**src/rtl/ser_tx_pkg.sv**
```systemverilog
// Shared state encoding, line levels and width helper for the serial frame transmitter.
package ser_tx_pkg;

  typedef enum logic [2:0] {
    IDLE   = 3'd0,
    START  = 3'd1,
    DATA   = 3'd2,
    PARITY = 3'd3,
    STOP   = 3'd4
  } state_t;

  localparam logic LINE_IDLE = 1'b1;
  localparam logic START_BIT = 1'b0;

  // Bits needed to hold values 0..n-1, never less than one.
  function automatic int unsigned clog2(input int unsigned n);
    int unsigned w;
    w = 0;
    while ((32'd1 << w) < n) begin
      w++;
    end
    return (w == 0) ? 1 : w;
  endfunction

endpackage

```
**src/rtl/ser_tx_tick_gen.sv**
```systemverilog
// Bit-period timer: tick_c pulses on the last clk of every CLKS_PER_BIT period while run is high.
module ser_tx_tick_gen
  import ser_tx_pkg::*;
#(
  parameter int unsigned CLKS_PER_BIT = 16
) (
  input  logic clk,
  input  logic rst,
  input  logic run,
  output logic tick_c
);

  localparam int unsigned TICK_W = clog2(CLKS_PER_BIT);
  localparam logic [TICK_W-1:0] TICK_LAST = TICK_W'(CLKS_PER_BIT - 1);

  logic [TICK_W-1:0] tick_cnt;

  // Counter sits at zero whenever the framer is idle so every frame starts on a clean period.
  always_ff @(posedge clk) begin
    if (rst || !run) begin
      tick_cnt <= '0;
    end else if (tick_cnt == TICK_LAST) begin
      tick_cnt <= '0;
    end else begin
      tick_cnt <= tick_cnt + TICK_W'(1);
    end
  end

  assign tick_c = run && (tick_cnt == TICK_LAST);

endmodule

```
**src/rtl/ser_tx_framer.sv**
```systemverilog
// Serial frame transmitter: start bit, LSB-first data, optional even parity, stop bit(s).
// Optional parity bit enabled by defining SER_TX_PARITY_EN.
module ser_tx_framer
  import ser_tx_pkg::*;
#(
  parameter int unsigned DATA_W       = 8,
  parameter int unsigned CLKS_PER_BIT = 16,
  parameter int unsigned STOP_BITS    = 1
) (
  input  logic              clk,
  input  logic              rst,
  input  logic [DATA_W-1:0] tx_data,
  input  logic              tx_valid,
  output logic              tx_ready,
  output logic              tx_serial,
  output logic              busy
);

  localparam int unsigned BIT_CNT_W = clog2(DATA_W + 1);
  localparam logic [BIT_CNT_W-1:0] DATA_LAST = BIT_CNT_W'(DATA_W - 1);
  localparam logic [BIT_CNT_W-1:0] STOP_LAST = BIT_CNT_W'(STOP_BITS - 1);

  state_t               state;
  state_t               state_next;
  logic [BIT_CNT_W-1:0] bit_cnt;
  logic [BIT_CNT_W-1:0] bit_cnt_next;
  logic [DATA_W-1:0]    shreg;
  logic [DATA_W-1:0]    shreg_next;
  logic                 tx_serial_d;
  logic                 busy_d;
  logic                 tx_ready_d;
  logic                 accept_c;
  logic                 run_c;
  logic                 tick_c;

  assign accept_c = tx_valid && tx_ready;
  assign run_c    = (state != IDLE);

  ser_tx_tick_gen #(
    .CLKS_PER_BIT(CLKS_PER_BIT)
  ) u_tick_gen (
    .clk   (clk),
    .rst   (rst),
    .run   (run_c),
    .tick_c(tick_c)
  );

`ifdef SER_TX_PARITY_EN
  logic parity_bit;

  // Even parity of the word captured at accept; later tx_data changes do not matter.
  always_ff @(posedge clk) begin
    if (rst) begin
      parity_bit <= 1'b0;
    end else if (accept_c) begin
      parity_bit <= ^tx_data;
    end
  end
`endif

  // State, counters and registered outputs.
  always_ff @(posedge clk) begin
    if (rst) begin
      state     <= IDLE;
      bit_cnt   <= '0;
      shreg     <= '0;
      tx_serial <= LINE_IDLE;
      busy      <= 1'b0;
      tx_ready  <= 1'b0;
    end else begin
      state     <= state_next;
      bit_cnt   <= bit_cnt_next;
      shreg     <= shreg_next;
      tx_serial <= tx_serial_d;
      busy      <= busy_d;
      tx_ready  <= tx_ready_d;
    end
  end

  // Next state; bit_cnt counts data bits in DATA and stop periods in STOP.
  always_comb begin
    state_next   = state;
    bit_cnt_next = bit_cnt;
    shreg_next   = shreg;
    case (state)
      IDLE: begin
        bit_cnt_next = '0;
        if (accept_c) begin
          state_next = START;
          shreg_next = tx_data;
        end
      end
      START: begin
        if (tick_c) begin
          state_next = DATA;
        end
      end
      DATA: begin
        if (tick_c) begin
          shreg_next = shreg >> 1;
          if (bit_cnt == DATA_LAST) begin
            bit_cnt_next = '0;
`ifdef SER_TX_PARITY_EN
            state_next   = PARITY;
`else
            state_next   = STOP;
`endif
          end else begin
            bit_cnt_next = bit_cnt + BIT_CNT_W'(1);
          end
        end
      end
`ifdef SER_TX_PARITY_EN
      PARITY: begin
        if (tick_c) begin
          bit_cnt_next = '0;
          state_next   = STOP;
        end
      end
`endif
      STOP: begin
        if (tick_c) begin
          if (bit_cnt == STOP_LAST) begin
            bit_cnt_next = '0;
            state_next   = IDLE;
          end else begin
            bit_cnt_next = bit_cnt + BIT_CNT_W'(1);
          end
        end
      end
      default: begin
        bit_cnt_next = '0;
        state_next   = IDLE;
      end
    endcase
  end

  // Output values for the coming cycle, taken from the next state so the pins stay flop outputs.
  always_comb begin
    tx_serial_d = LINE_IDLE;
    busy_d      = 1'b1;
    tx_ready_d  = 1'b0;
    case (state_next)
      IDLE: begin
        busy_d     = 1'b0;
        tx_ready_d = 1'b1;
      end
      START:   tx_serial_d = START_BIT;
      DATA:    tx_serial_d = shreg_next[0];
`ifdef SER_TX_PARITY_EN
      PARITY:  tx_serial_d = parity_bit;
`endif
      STOP:    tx_serial_d = LINE_IDLE;
      default: tx_serial_d = LINE_IDLE;
    endcase
  end

endmodule

```
**config.mk**
```make
export PLATFORM = sky130hd
export DESIGN_NAME = ser_tx_framer
export DESIGN_NICKNAME = d
export VERILOG_FILES = /design/src/rtl/ser_tx_pkg.sv /design/src/rtl/ser_tx_tick_gen.sv /design/src/rtl/ser_tx_framer.sv
export SDC_FILE = /design/constraint.sdc
export NUM_CORES = 1
export LEC_CHECK = 0
export CAP_MARGIN = 20
export CORE_ASPECT_RATIO = 0.6
export CORE_MARGIN = 2
export CORE_UTILIZATION = 40
export CTS_CLUSTER_DIAMETER = 80
export DETAILED_ROUTE_END_ITERATION = 7
export HOLD_SLACK_MARGIN = 0.03
export PLACE_DENSITY_LB_ADDON = 0.05
export SLEW_MARGIN = 20
export SYNTH_ARGS = -nofsm -noshare
export SYNTH_HDL_FRONTEND = slang
export SYNTH_SLANG_ARGS = --single-unit
```
**constraint.sdc**
```tcl
create_clock -name clk -period 3.92 [get_ports clk]
set_input_delay 0.588 -clock clk [delete_from_list [all_inputs] [get_ports clk]]
set_output_delay 0.588 -clock clk [all_outputs]
set_load 0.005 [all_outputs]
```
Yosys cells after proc, flatten, opt, wreduce, memory -nomap -nowiden
Cells that the tools add are included.
{ "word_totals": {"wordCells": 51, "reg_bits": 22, "inputBits": 11} }
{ "classes": {"mux": 18, "eq_ne": 10, "n_reduce_logical": 12, "bitwise": 1, "add_sub_neg": 2} }
{ "op_table": {"columns": ["operator", "n"], "rows": [
  ["2-to-1 mux 3 bit", 6],
  ["2-to-1 mux 4 bit", 4],
  ["2-to-1 mux 8 bit", 2],
  ["one-hot mux 8 bit (2 select lines)", 1],
  ["one-hot mux 3 bit (4 select lines)", 1],
  ["one-hot mux 4 bit (3 select lines)", 1],
  ["adder 4 x 1 -> 4 bit (second input constant)", 2],
  ["equality test 3 x 1 -> 1 bit (second input constant)", 2],
  ["equality test 3 x 2 -> 1 bit (second input constant)", 2],
  ["logical NOT 3 bit", 2],
  ["inequality test 2 bit (second input constant)", 3],
  ["AND reduction 3 bit", 2],
  ["equality test 4 x 3 -> 1 bit (second input constant)", 1],
  ["equality test 4 bit (second input constant)", 1],
  ["logical NOT 4 bit", 1],
  ["equality test 3 bit (second input constant)", 1],
  ["nonzero test 3 bit", 1],
  ["logical AND 1 bit", 2],
  ["2-to-1 mux 1 bit", 2],
  ["one-hot mux 1 bit (2 select lines)", 1],
  ["nonzero test 2 bit", 1],
  ["OR reduction 2 bit", 1],
  ["logical NOT 1 bit", 1],
  ["logical OR 1 bit", 1],
  ["inverter 1 bit", 1]
]} }

Logic depth before layout (Yosys ltp)
Gate-level depths: netlist (run 1).
{ "depth": {"depth_word": 6, "mapped_depth": 6} }

Cells and area by module
From an unflattened synthesis (run 1), not the netlist that was laid out.
{ "hier_totals": {"hier_cells": 119, "hier_area_um2": 1072.3} }
{ "modules_own_cells": {"columns": ["mod", "cells_each", "area_per_inst_um2", "seq_area_each_um2", "instances"], "rows": [
  ["ser_tx_framer", 102, 914.6, 360.3, 1],
  ["ser_tx_tick_gen", 17, 157.7, 80.1, 1]
]} }

Worst setup path before layout (run 1)
No wires, ideal clock.
{ "synth_timing": {"path_kind": "register to register", "startpoint": "register u_tick_gen.tick_cnt[0]", "endpoint": "register bit_cnt[1]", "synth_period_minus_slack_ps": 1576, "path_buffers": 1, "required_time_ps": 3850, "path_stages_with_launch": 7, "setup_time_ps": 70, "t_arrival_ps": 1506, "setup_slack_ps": 2344, "path_cell_list": "dfxtp_1 > ha_1 > and3_1 > buf_2 > o31ai_4 > or4b_1 > a21oi_1"} }
{ "synth_via": {"elab_chain_len": 4, "word_cells_on_any_way": 5} }
{ "synth_rtl": {"columns": ["item", "line_no", "text"], "rows": [
  ["start: declaration", "ser_tx_tick_gen.sv:16", "logic [TICK_W-1:0] tick_cnt;"],
  ["start signal: assignment", "ser_tx_tick_gen.sv:25", "tick_cnt <= tick_cnt + TICK_W'(1);"],
  ["equality test 4 bit (*)", "ser_tx_tick_gen.sv:29", "assign tick_c = run && (tick_cnt == TICK_LAST);"],
  ["logical AND 1 bit (*)", "ser_tx_tick_gen.sv:29", null],
  ["inequality test 2 bit (no source line)", null, null],
  ["AND reduction 3 bit (no source line) (*)", null, null],
  ["end signal: assignment", "ser_tx_framer.sv:72", "bit_cnt <= bit_cnt_next;"],
  ["end: declaration", "ser_tx_framer.sv:25", "logic [BIT_CNT_W-1:0] bit_cnt;"]
]} }
Every way passes the cells marked *; elsewhere a longest branch is shown, timed or not.
A chain may end at the register's enable or synchronous reset.

Final worst setup path (run 1)
{ "layout_timing": {"startpoint": "input port rst", "endpoint": "register u_tick_gen.tick_cnt[3]"} }
{ "layout_via": {"elab_chain_len": 2} }
{ "layout_rtl": {"columns": ["item", "line_no", "text"], "rows": [
  ["start: declaration", "ser_tx_framer.sv:11", "input logic rst,"],
  ["logical OR 1 bit", "ser_tx_tick_gen.sv:20", "if (rst || !run) begin"],
  ["OR reduction 2 bit (no source line)", null, null]
]} }
No other way between the ends.

==> results.txt, run 1 <==
Max-slew violations = 0
Antenna Cells = 0
Hold_buf cts = 0
Post-Synthesis Cells = 114
Crit path time final = 1.80 ns
Initial DRC count = 66
R2r startpoint = u_tick_gen.tick_cnt[0]
Critical Path Start = rst
Post-place setup slack = 1.84 ns
Worst setup margin = 2.12 ns
Post-synth ARST share = 0%
Layout cells sized above 1 = 6.40%
Power Dens Cells = 348 mW/mm^2
Vert. Die Dim = 43.5 um
Number of I/O pins = 14
Avg WL per Cell = 13.4 um
Final WL = 2.10 mm
Die width = 69.8 um
Dpl hpwl = 1.51 mm
Reg2Reg Setup Slack = 2.14 ns
Pwr Total = 426 uW
Post-route DRC = 0
Worst Setup Start Kind = primary input
Nets = 141
Core ar. = 0.00249 mm^2
Reg-to-reg endpoint = bit_cnt[1]
Remaining Overflow, GRT = 0
Total track usage = 15.2%
Fill cells = 244
Max-cap violation count = 0
CTS Root Cell = clkbuf_8
Synth Area per Inst = 9.12 um^2
Setup Viol. Count Final = 0
Cell variety after synth = 39
Via/cell ratio = 5.43
Initial Utilization = 41.8%
Gates resized, CTS repair = 0
Cell count of the worst reg-to-reg path = 5
Routed vias = 853
First-pass GRT wire length = 3.49 mm
Worst-path clk slew = 0.07 ns
Vias in the first global route = 775
Max IR drop VDD = 0.212 mV
DR pass1 iterations = 4
Worst slew pin tran = 0.660 ns
Sequential area share after synthesis = 42.4%
Setup TNS = 0 ns
Worst Skew = 0.00425 ns
Non-Filler Instances = 157
Ys flop type = dfxtp_1
Critical Path End = u_tick_gen.tick_cnt[3]
Final Hold Fails = 0
Initial antenna violation count = 0
Ys Warns = 0
Skew-Pair Late Insertion Delay = 0.26 ns
Status = finished, final reports clean
Post-route ant nets = 0
Post-placement cell count = 154
Hold crit path type = flip-flop to flip-flop
RSZ-0062 raised after global routing = false
Port buffer count = 13
Post-Syn Area = 0.00104 mm^2
Yosys reg bits = 22
Number of synthesized flops with an enable pin = 0
Max Buffers Root-to-Sink = 2
Post-CTS Setup Inserts = 0
Post-route clock period utilization = 45.9%
Area growth, synth to finish = 17.9%
WS Path Type = primary input to flip-flop
Largest net degree at the start of global routing = 20
Worst endpoint required time = 4.12 ns
Placer Congestion = 0.859
TritonCTS clock tree = built
Fmax = 0.556 GHz
Die ar. = 0.00304 mm^2
Syn nets = 128
CTS H-tree lvls = 1
Max_slew headroom = 55.9%
Worst EP arrival = 2.00 ns
Leak = 0.412 nW
Critical Path End Type = flip-flop
TritonCTS Buffers = 3
Crit path max fanout = 19
Rows = 14
CTS Sinks = 22
-- kinds of logic after synthesis --
| family | count (synthesis) | synth area share [%] |
|---|---|---|
| AO/OA/AOI/OAI | 32 | 21.5 |
| AND/OR/NAND/NOR | 41 | 23.6 |
| adder cells (fa/ha/maj) | 3 | 3.61 |
| multiplexers | 1 | 0.963 |
| buffers and inverters | 11 | 4.57 |
| XOR/XNOR | 4 | 3.37 |
| flip-flops | 22 | 42.4 |
-- sequential cells by signal (all words and copies together), names as in the netlist --
register and cells:
shreg 8, state 3, bit_cnt 4, tx_serial 1, tx_ready 1, busy 1
u_tick_gen.tick_cnt 4
-- cells in the mapped netlist, types with 2 or more instances --
library cell,instances,share of area [%]
nor3b_1,3,2.2
nand3b_1,2,1.4
nor2_1,6,2.2
inv_1,6,2.2
buf_2,2,0.96
a22oi_1,6,4.3
ha_1,3,3.6
or3_1,2,1.2
a21oi_1,11,5.3
or3b_4,2,2.2
nor3_1,4,1.9
nand3_1,6,2.9
o21ai_1,2,0.96
nand2_1,7,2.5
o21ai_0,2,0.96
a211oi_1,2,1.4
dfxtp_1,22,42
xnor2_1,3,2.5
clkbuf_1,2,0.72
and3_1,2,1.2
-- report_power, final --
group          leakage (nW)  switching [mW]  internal, mW  total [mW]
clock network        0.0216          0.0683        0.0685       0.137
logic                 0.211          0.0233        0.0271      0.0504
registers             0.179         0.00661         0.232       0.239
total                 0.412          0.0982         0.328       0.426
-- layer usage --
metal / up-vias / track usage, % / wire (um)
li1: 438 / - / -
met1: 391 / 20.4 / 1090
met4: 0 / 5.77 / 23
met3: 2 / 5.58 / 137
met2: 22 / 22.7 / 852
met5: - / 0 / 0
-- area by class of cell --
cell class | instances | area [um^2] | area share (%)
flip-flops and latches | 22 | 440 | 35.9
repair buffers | 13 | 130 | 10.6
clock buffers | 3 | 41.3 | 3.37
well taps | 32 | 40.0 | 3.27
inverters | 6 | 22.5 | 1.84
multi-input cells | 81 | 552 | 45.0
-- placed cells by master, fill, tap and decap left out, types with 2 or more instances in the layout --
master	count
dfxtp_1	22
clkdlybuf4s50_1	13
a21oi_1	11
nand2_1	7
inv_1	6
nand3_1	6
nor2_1	6
a22oi_1	6
nor3_1	4
nor3b_1	3
xnor2_1	3
ha_1	3
clkbuf_8	3
and3_1	2
or3b_4	2
o21ai_0	2
a211oi_1	2
nand3b_1	2
o21ai_1	2
or3_1	2
-- worst min path at each step --
stage,start,end,slack [ns],cells past startpoint
floorplan,u_tick_gen.tick_cnt[0],u_tick_gen.tick_cnt[0],0.42,1
global placement,u_tick_gen.tick_cnt[0],u_tick_gen.tick_cnt[0],0.43,1
detailed placement,u_tick_gen.tick_cnt[0],u_tick_gen.tick_cnt[0],0.44,1
CTS,shreg[3],shreg[3],0.46,2
global route,shreg[6],shreg[6],0.48,2
finish,u_tick_gen.tick_cnt[0],u_tick_gen.tick_cnt[0],0.45,1
-- critical path, cell delays in order --
cell,delay (ns)
clkdlybuf4s50_1,0.74
or3_1,0.55
nor2_1,0.11
-- through the flow --
stage          utilization (%)  hold WS (ns)  area, um^2
2_1_floorplan                -         0.418        1040
3_3_place_gp              47.6         0.430        1180
3_5_place_dp              47.6         0.442        1180
4_1_cts                   49.3         0.459        1230
5_1_grt                   49.3         0.477        1230
6_report                  49.3         0.451        1230
Power figures use the tool's default switching activity.
==> run 2: changes to the inputs <==
==> constraint.sdc (replaced) <==
create_clock -name clk -period 1.9 [get_ports clk]
set_input_delay 0.285 -clock clk [delete_from_list [all_inputs] [get_ports clk]]
set_output_delay 0.285 -clock clk [all_outputs]
set_load 0.005 [all_outputs]
==> results.txt, run 2 (same netlist as run 1, synthesis figures left out) <==
Final WL = 2.12 mm (+0.81%)
First-pass GRT wire length = 3.67 mm (+5.1%)
Post-route clock period utilization = 93.0%
Post-route DRC = 0 (unchanged)
Max incr delay on CP = 0.49 ns (-0.25 ns)
Skew-Pair Late Insertion Delay = 0.26 ns (about the same)
CTS Sinks = 22 (unchanged)
Area of the multi-input gates = 552 um^2 (unchanged)
Max IR drop VDD = 0.446 mV (+110%)
Pwr Total = 886 uW (+110%)
Crit path time final = 1.77 ns
CTS H-tree lvls = 1 (unchanged)
Hold crit path type = flip-flop to flip-flop
Max_slew headroom = 73.5% (+18 points)
Remaining Overflow, GRT = 0 (unchanged)
TritonCTS Buffers = 3 (unchanged)
Fmax = 0.566 GHz
Max-cap violation count = 0 (unchanged)
FF/Latch Area = 440 um^2 (unchanged)
Post-route ant nets = 0 (unchanged)
Core ar. = 0.00249 mm^2 (unchanged)
Hold_buf cts = 0 (unchanged)
Crit path max-delay family = simple AND/OR/NAND/NOR gates
Initial Utilization = 41.8% (unchanged)
Critical Path End Type = flip-flop
Die width = 69.8 um (unchanged)
Rows = 14 (unchanged)
Max Buffers Root-to-Sink = 2 (unchanged)
Fill cells = 238 (-2.5%)
Hold slack final = 0.458 ns (+0.00730 ns)
Worst-path clk slew = 0.07 ns (about the same)
Worst slew pin tran = 0.397 ns (-0.262 ns)
Initial antenna violation count = 0 (unchanged)
Most common cell after layout, fill and taps aside = dfxtp_1
Initial DRC count = 93 (+41%)
Worst Skew = 0.00146 ns (-0.00279 ns)
Vert. Die Dim = 43.5 um (unchanged)
Antenna Cells = 0 (unchanged)
WS Path Type = flip-flop to flip-flop
RSZ-0062 raised after global routing = false
Max-slew violations = 0 (unchanged)
Nets = 146 (+3.5%)
Leak = 0.436 nW (+5.8%)
Total track usage = 15.4% (+0.25 points)
Crit path max fanout = 8 (-11)
Status = finished, final reports clean
Post-CTS Setup Inserts = 0 (unchanged)
Power Dens Cells = 701 mW/mm^2 (+100%)
Final Core Density = 50.8% (+1.5 points)
Avg WL per Cell = 13.1 um (-2.3%)
Gates resized, CTS repair = 0 (unchanged)
Area growth, synth to finish = 21.5%
Crit-path slowest cell = or4b_1
Setup TNS = 0 ns (unchanged)
CTS Root Cell = clkbuf_8
CP Buf/Inv Count = 0 (-1)
Die ar. = 0.00304 mm^2 (unchanged)
Setup Viol. Count Final = 0 (unchanged)
Dpl hpwl = 1.59 mm (+4.8%)
Non-Filler Instances = 162 (+3.2%)
Post-placement cell count = 159 (+3.2%)
DR pass1 iterations = 7 (+3)
Worst Setup Start Kind = flip-flop
Routed vias = 891 (+4.5%)
TritonCTS clock tree = built
Final Hold Fails = 0 (unchanged)
Top Registers = shreg (8), bit_cnt (4), u_tick_gen.tick_cnt (4)
Worst endpoint required time = 2.09 ns (-2.03 ns)
Layout cells sized above 1 = 10.0% (+3.6 points)
Number of I/O pins = 14 (unchanged)
Via/cell ratio = 5.50 (+1.2%)
Largest net degree at the start of global routing = 12 (-40%)
Commonest cells after routing, fill and taps aside = dfxtp_1 (22), clkdlybuf4s50_1 (13), a21oi_1 (11)
CP cell instances = ha_1, and3_1, o31ai_4, or4b_1, a21oi_1
Max reg flops = 8 (unchanged)
Biggest register = shreg
Vias in the first global route = 772 (-0.39%)
Port buffer count = 13 (unchanged)
Worst EP arrival = 1.96 ns (-0.04 ns)
Placer Congestion = 0.834 (-2.9%)
==> run 2: changes by cell type in the layout (fill, tap and decap cells not counted) <==
cell,previous run,this run
buf_4,0,5
==> run 2: worst reg2reg max path, stage by stage (launching register included) <==
cell	delay [ns]
dfxtp_1	0.36
ha_1	0.21
and3_1	0.34
o31ai_4	0.16
or4b_1	0.49
a21oi_1	0.14
==> run 2: layer usage <==
metal / track usage [%] / share of wire [%] / vias to the layer above
met5: 0 / 0 / -
met4: 4.62 / 0.94 / 0
met3: 5.35 / 6.1 / 6
met2: 22.1 / 40 / 26
met1: 22.1 / 53 / 412
li1: - / - / 447
==> run 2: worst paths after layout <==
path / startpoint / endpoint / slack, ns / depth (start not counted)
max: u_tick_gen.tick_cnt[0] / bit_cnt[1] / 0.13 / 5
min: shreg[5] / shreg[5] / 0.46 / 2
max reg2reg: u_tick_gen.tick_cnt[0] / bit_cnt[1] / 0.13 / 5
min reg2reg: shreg[5] / shreg[5] / 0.46 / 2
==> run 2: where the power goes <==
part	internal [mW]	total, mW	switching, mW
combinational	0.0626	0.112	0.0494
sequential	0.480	0.494	0.0147
clock	0.141	0.279	0.138
total	0.684	0.886	0.202
==> run 2: through the flow <==
stage / setup WS, ns / area (um^2)
after floorplan: 0.324 / 1040
after global placement: 0.239 / 1220
after detailed placement: 0.166 / 1220
after CTS: 0.143 / 1260
after global routing: 0.0648 / 1260
final: 0.133 / 1260
==> run 2: area by class of cell <==
cell class	instances	area share, %
sequential	22	34.9
tap	32	3.17
inverter	6	1.78
multi-input combinational	81	43.7
timing repair buffer	18	13.3
clock buffer	3	3.27
==> run 3: changes to the inputs <==
==> constraint.sdc (replaced) <==
create_clock -name clk -period 2.18 [get_ports clk]
set_input_delay 0.327 -clock clk [delete_from_list [all_inputs] [get_ports clk]]
set_output_delay 0.327 -clock clk [all_outputs]
set_load 0.005 [all_outputs]
==> results.txt, run 3 (same netlist as run 1, synthesis figures left out) <==
Max Buffers Root-to-Sink = 2 (unchanged)
Cell count of the worst reg-to-reg path = 4 (-1)
Initial DRC count = 76 (-18%)
Remaining Overflow, GRT = 0 (unchanged)
Port buffer count = 13 (unchanged)
Vert. Die Dim = 43.5 um (unchanged)
Layout cells sized above 1 = 7.14% (-2.9 points)
RSZ-0062 raised after global routing = false
Post-route DRC = 0 (unchanged)
TritonCTS clock tree = built
Core ar. = 0.00249 mm^2 (unchanged)
Fmax = 0.554 GHz (-2.1%)
Hold path startpoint = shreg[4]
TritonCTS Buffers = 3 (unchanged)
Via/cell ratio = 5.44 (-1.2%)
Power Dens Cells = 624 mW/mm^2 (-11%)
Max-cap violation count = 0 (unchanged)
Routed vias = 859 (-3.6%)
Critical Path End Type = flip-flop
Dpl hpwl = 1.64 mm (+3.1%)
Leak = 0.417 nW (-4.3%)
Worst endpoint required time = 2.31 ns (+0.22 ns)
Max_slew headroom = 56.3% (-17 points)
Initial antenna violation count = 0 (unchanged)
Worst hold stages = 2 (unchanged)
Number of I/O pins = 14 (unchanged)
Crit path time final = 1.81 ns (+0.0382 ns)
CP cell instances = nor3b_1, o21ai_0, nand3_1, o311ai_1
Worst Hold End = shreg[4]
Most common cell after layout, fill and taps aside = dfxtp_1
Worst slew pin tran = 0.654 ns (+0.257 ns)
Worst Setup Start Kind = flip-flop
Setup TNS = 0 ns (unchanged)
Fill cells = 238 (unchanged)
Die width = 69.8 um (unchanged)
Worst Skew = 0.00266 ns (+0.00120 ns)
Area growth, synth to finish = 18.7%
WS Path Type = flip-flop to flip-flop
Status = finished, final reports clean
First-pass GRT wire length = 3.53 mm (-3.8%)
Commonest cells after routing, fill and taps aside = dfxtp_1 (22), clkdlybuf4s50_1 (13), a21oi_1 (11)
CTS Root Cell = clkbuf_8
CTS H-tree lvls = 1 (unchanged)
Reg2Reg Setup Slack = 0.37 ns (+0.24 ns)
Vias in the first global route = 733 (-5.1%)
Max reg flops = 8 (unchanged)
FF/Latch Area = 440 um^2 (unchanged)
DR pass1 iterations = 4 (-3)
Post-route ant nets = 0 (unchanged)
Top Registers = shreg (8), bit_cnt (4), u_tick_gen.tick_cnt (4)
Placer Congestion = 0.823 (-1.3%)
Reg-to-reg endpoint = tx_serial
Rows = 14 (unchanged)
Max IR drop VDD = 0.255 mV (-43%)
Post-route clock period utilization = 82.8% (-10 points)
Largest net degree at the start of global routing = 13 (+1)
Nets = 142 (-2.7%)
Skew-Pair Late Insertion Delay = 0.26 ns (about the same)
Total track usage = 15.2% (-0.29 points)
Worst EP arrival = 1.94 ns (-0.02 ns)
Biggest register = shreg
Worst-path clk slew = 0.07 ns (about the same)
R2r startpoint = state[1]
Post-CTS Setup Inserts = 0 (unchanged)
Max incr delay on CP = 0.59 ns (+0.10 ns)
Final WL = 2.19 mm (+3.4%)
Final Hold Fails = 0 (unchanged)
Hold_buf cts = 0 (unchanged)
Antenna Cells = 0 (unchanged)
Avg WL per Cell = 13.9 um (+6.0%)
Die ar. = 0.00304 mm^2 (unchanged)
Setup Viol. Count Final = 0 (unchanged)
Final Core Density = 49.6% (-1.2 points)
Crit-path slowest cell = nor3b_1
Gates resized, CTS repair = 0 (unchanged)
Max-slew violations = 0 (unchanged)
CTS Sinks = 22 (unchanged)
Initial Utilization = 41.8% (unchanged)
Crit path max fanout = 7 (-1)
Critical Path Start = state[1]
Area of the multi-input gates = 552 um^2 (unchanged)
Hold crit path type = flip-flop to flip-flop
-- run 3: changes by cell type in the layout (fill, tap and decap cells not counted) --
cell	delta
buf_4	-4
-- run 3: where the power goes --
part           switching [mW]  internal (mW)
sequential             0.0125          0.418
clock                   0.124          0.123
combinational          0.0425         0.0499
-- run 3: worst max-delay path by stage --
stage                      end  slack (ns)  cells past startpoint
CTS                 bit_cnt[1]        0.43                      5
global placement    bit_cnt[1]        0.50                      5
global route        bit_cnt[1]        0.34                      5
detailed placement  bit_cnt[1]        0.44                      5
floorplan           bit_cnt[1]        0.60                      6
finish               tx_serial        0.37                      4
-- run 3: layout make-up --
type                            count  area share (%)
Multi-Input combinational cell     81            44.7
Sequential cell                    22            35.7
Tap cell                           32            3.25
Timing Repair Buffer               14            11.2
Clock buffer                        3            3.35
Inverter                            6            1.83
-- run 3: stage by stage --
| stage | cell area [um^2] | power [mW] | hold slack (ns) | cells | worst slack, ns |
|---|---|---|---|---|---|
| 5_1_grt | 1230 | 0.805 | 0.470 | 158 | 0.343 |
| 4_1_cts | 1230 | 0.781 | 0.458 | 158 | 0.432 |
| 6_report | 1230 | 0.770 | 0.459 | 158 | 0.375 |
| 2_1_floorplan | 1040 | 0.491 | 0.418 | 114 | 0.604 |
| 3_3_place_gp | 1190 | 0.530 | 0.433 | 155 | 0.501 |
| 3_5_place_dp | 1190 | 0.531 | 0.446 | 155 | 0.441 |
-- run 3: metal layers --
layer / routed length [um] / GRT usage (%) / part of all wire [%]
met1: 1220 / 22.7 / 56
met2: 836 / 20.6 / 38
met3: 112 / 5.58 / 5.1
met4: 19 / 3.46 / 0.87
met5: 0 / 0 / 0
-- run 3: critical path, delay by kind of cell (launching register included) --
kind / cells / cell delay (ns)
flops: 1 / 0.47
simple gates: 2 / 0.78
compound gates: 2 / 0.42
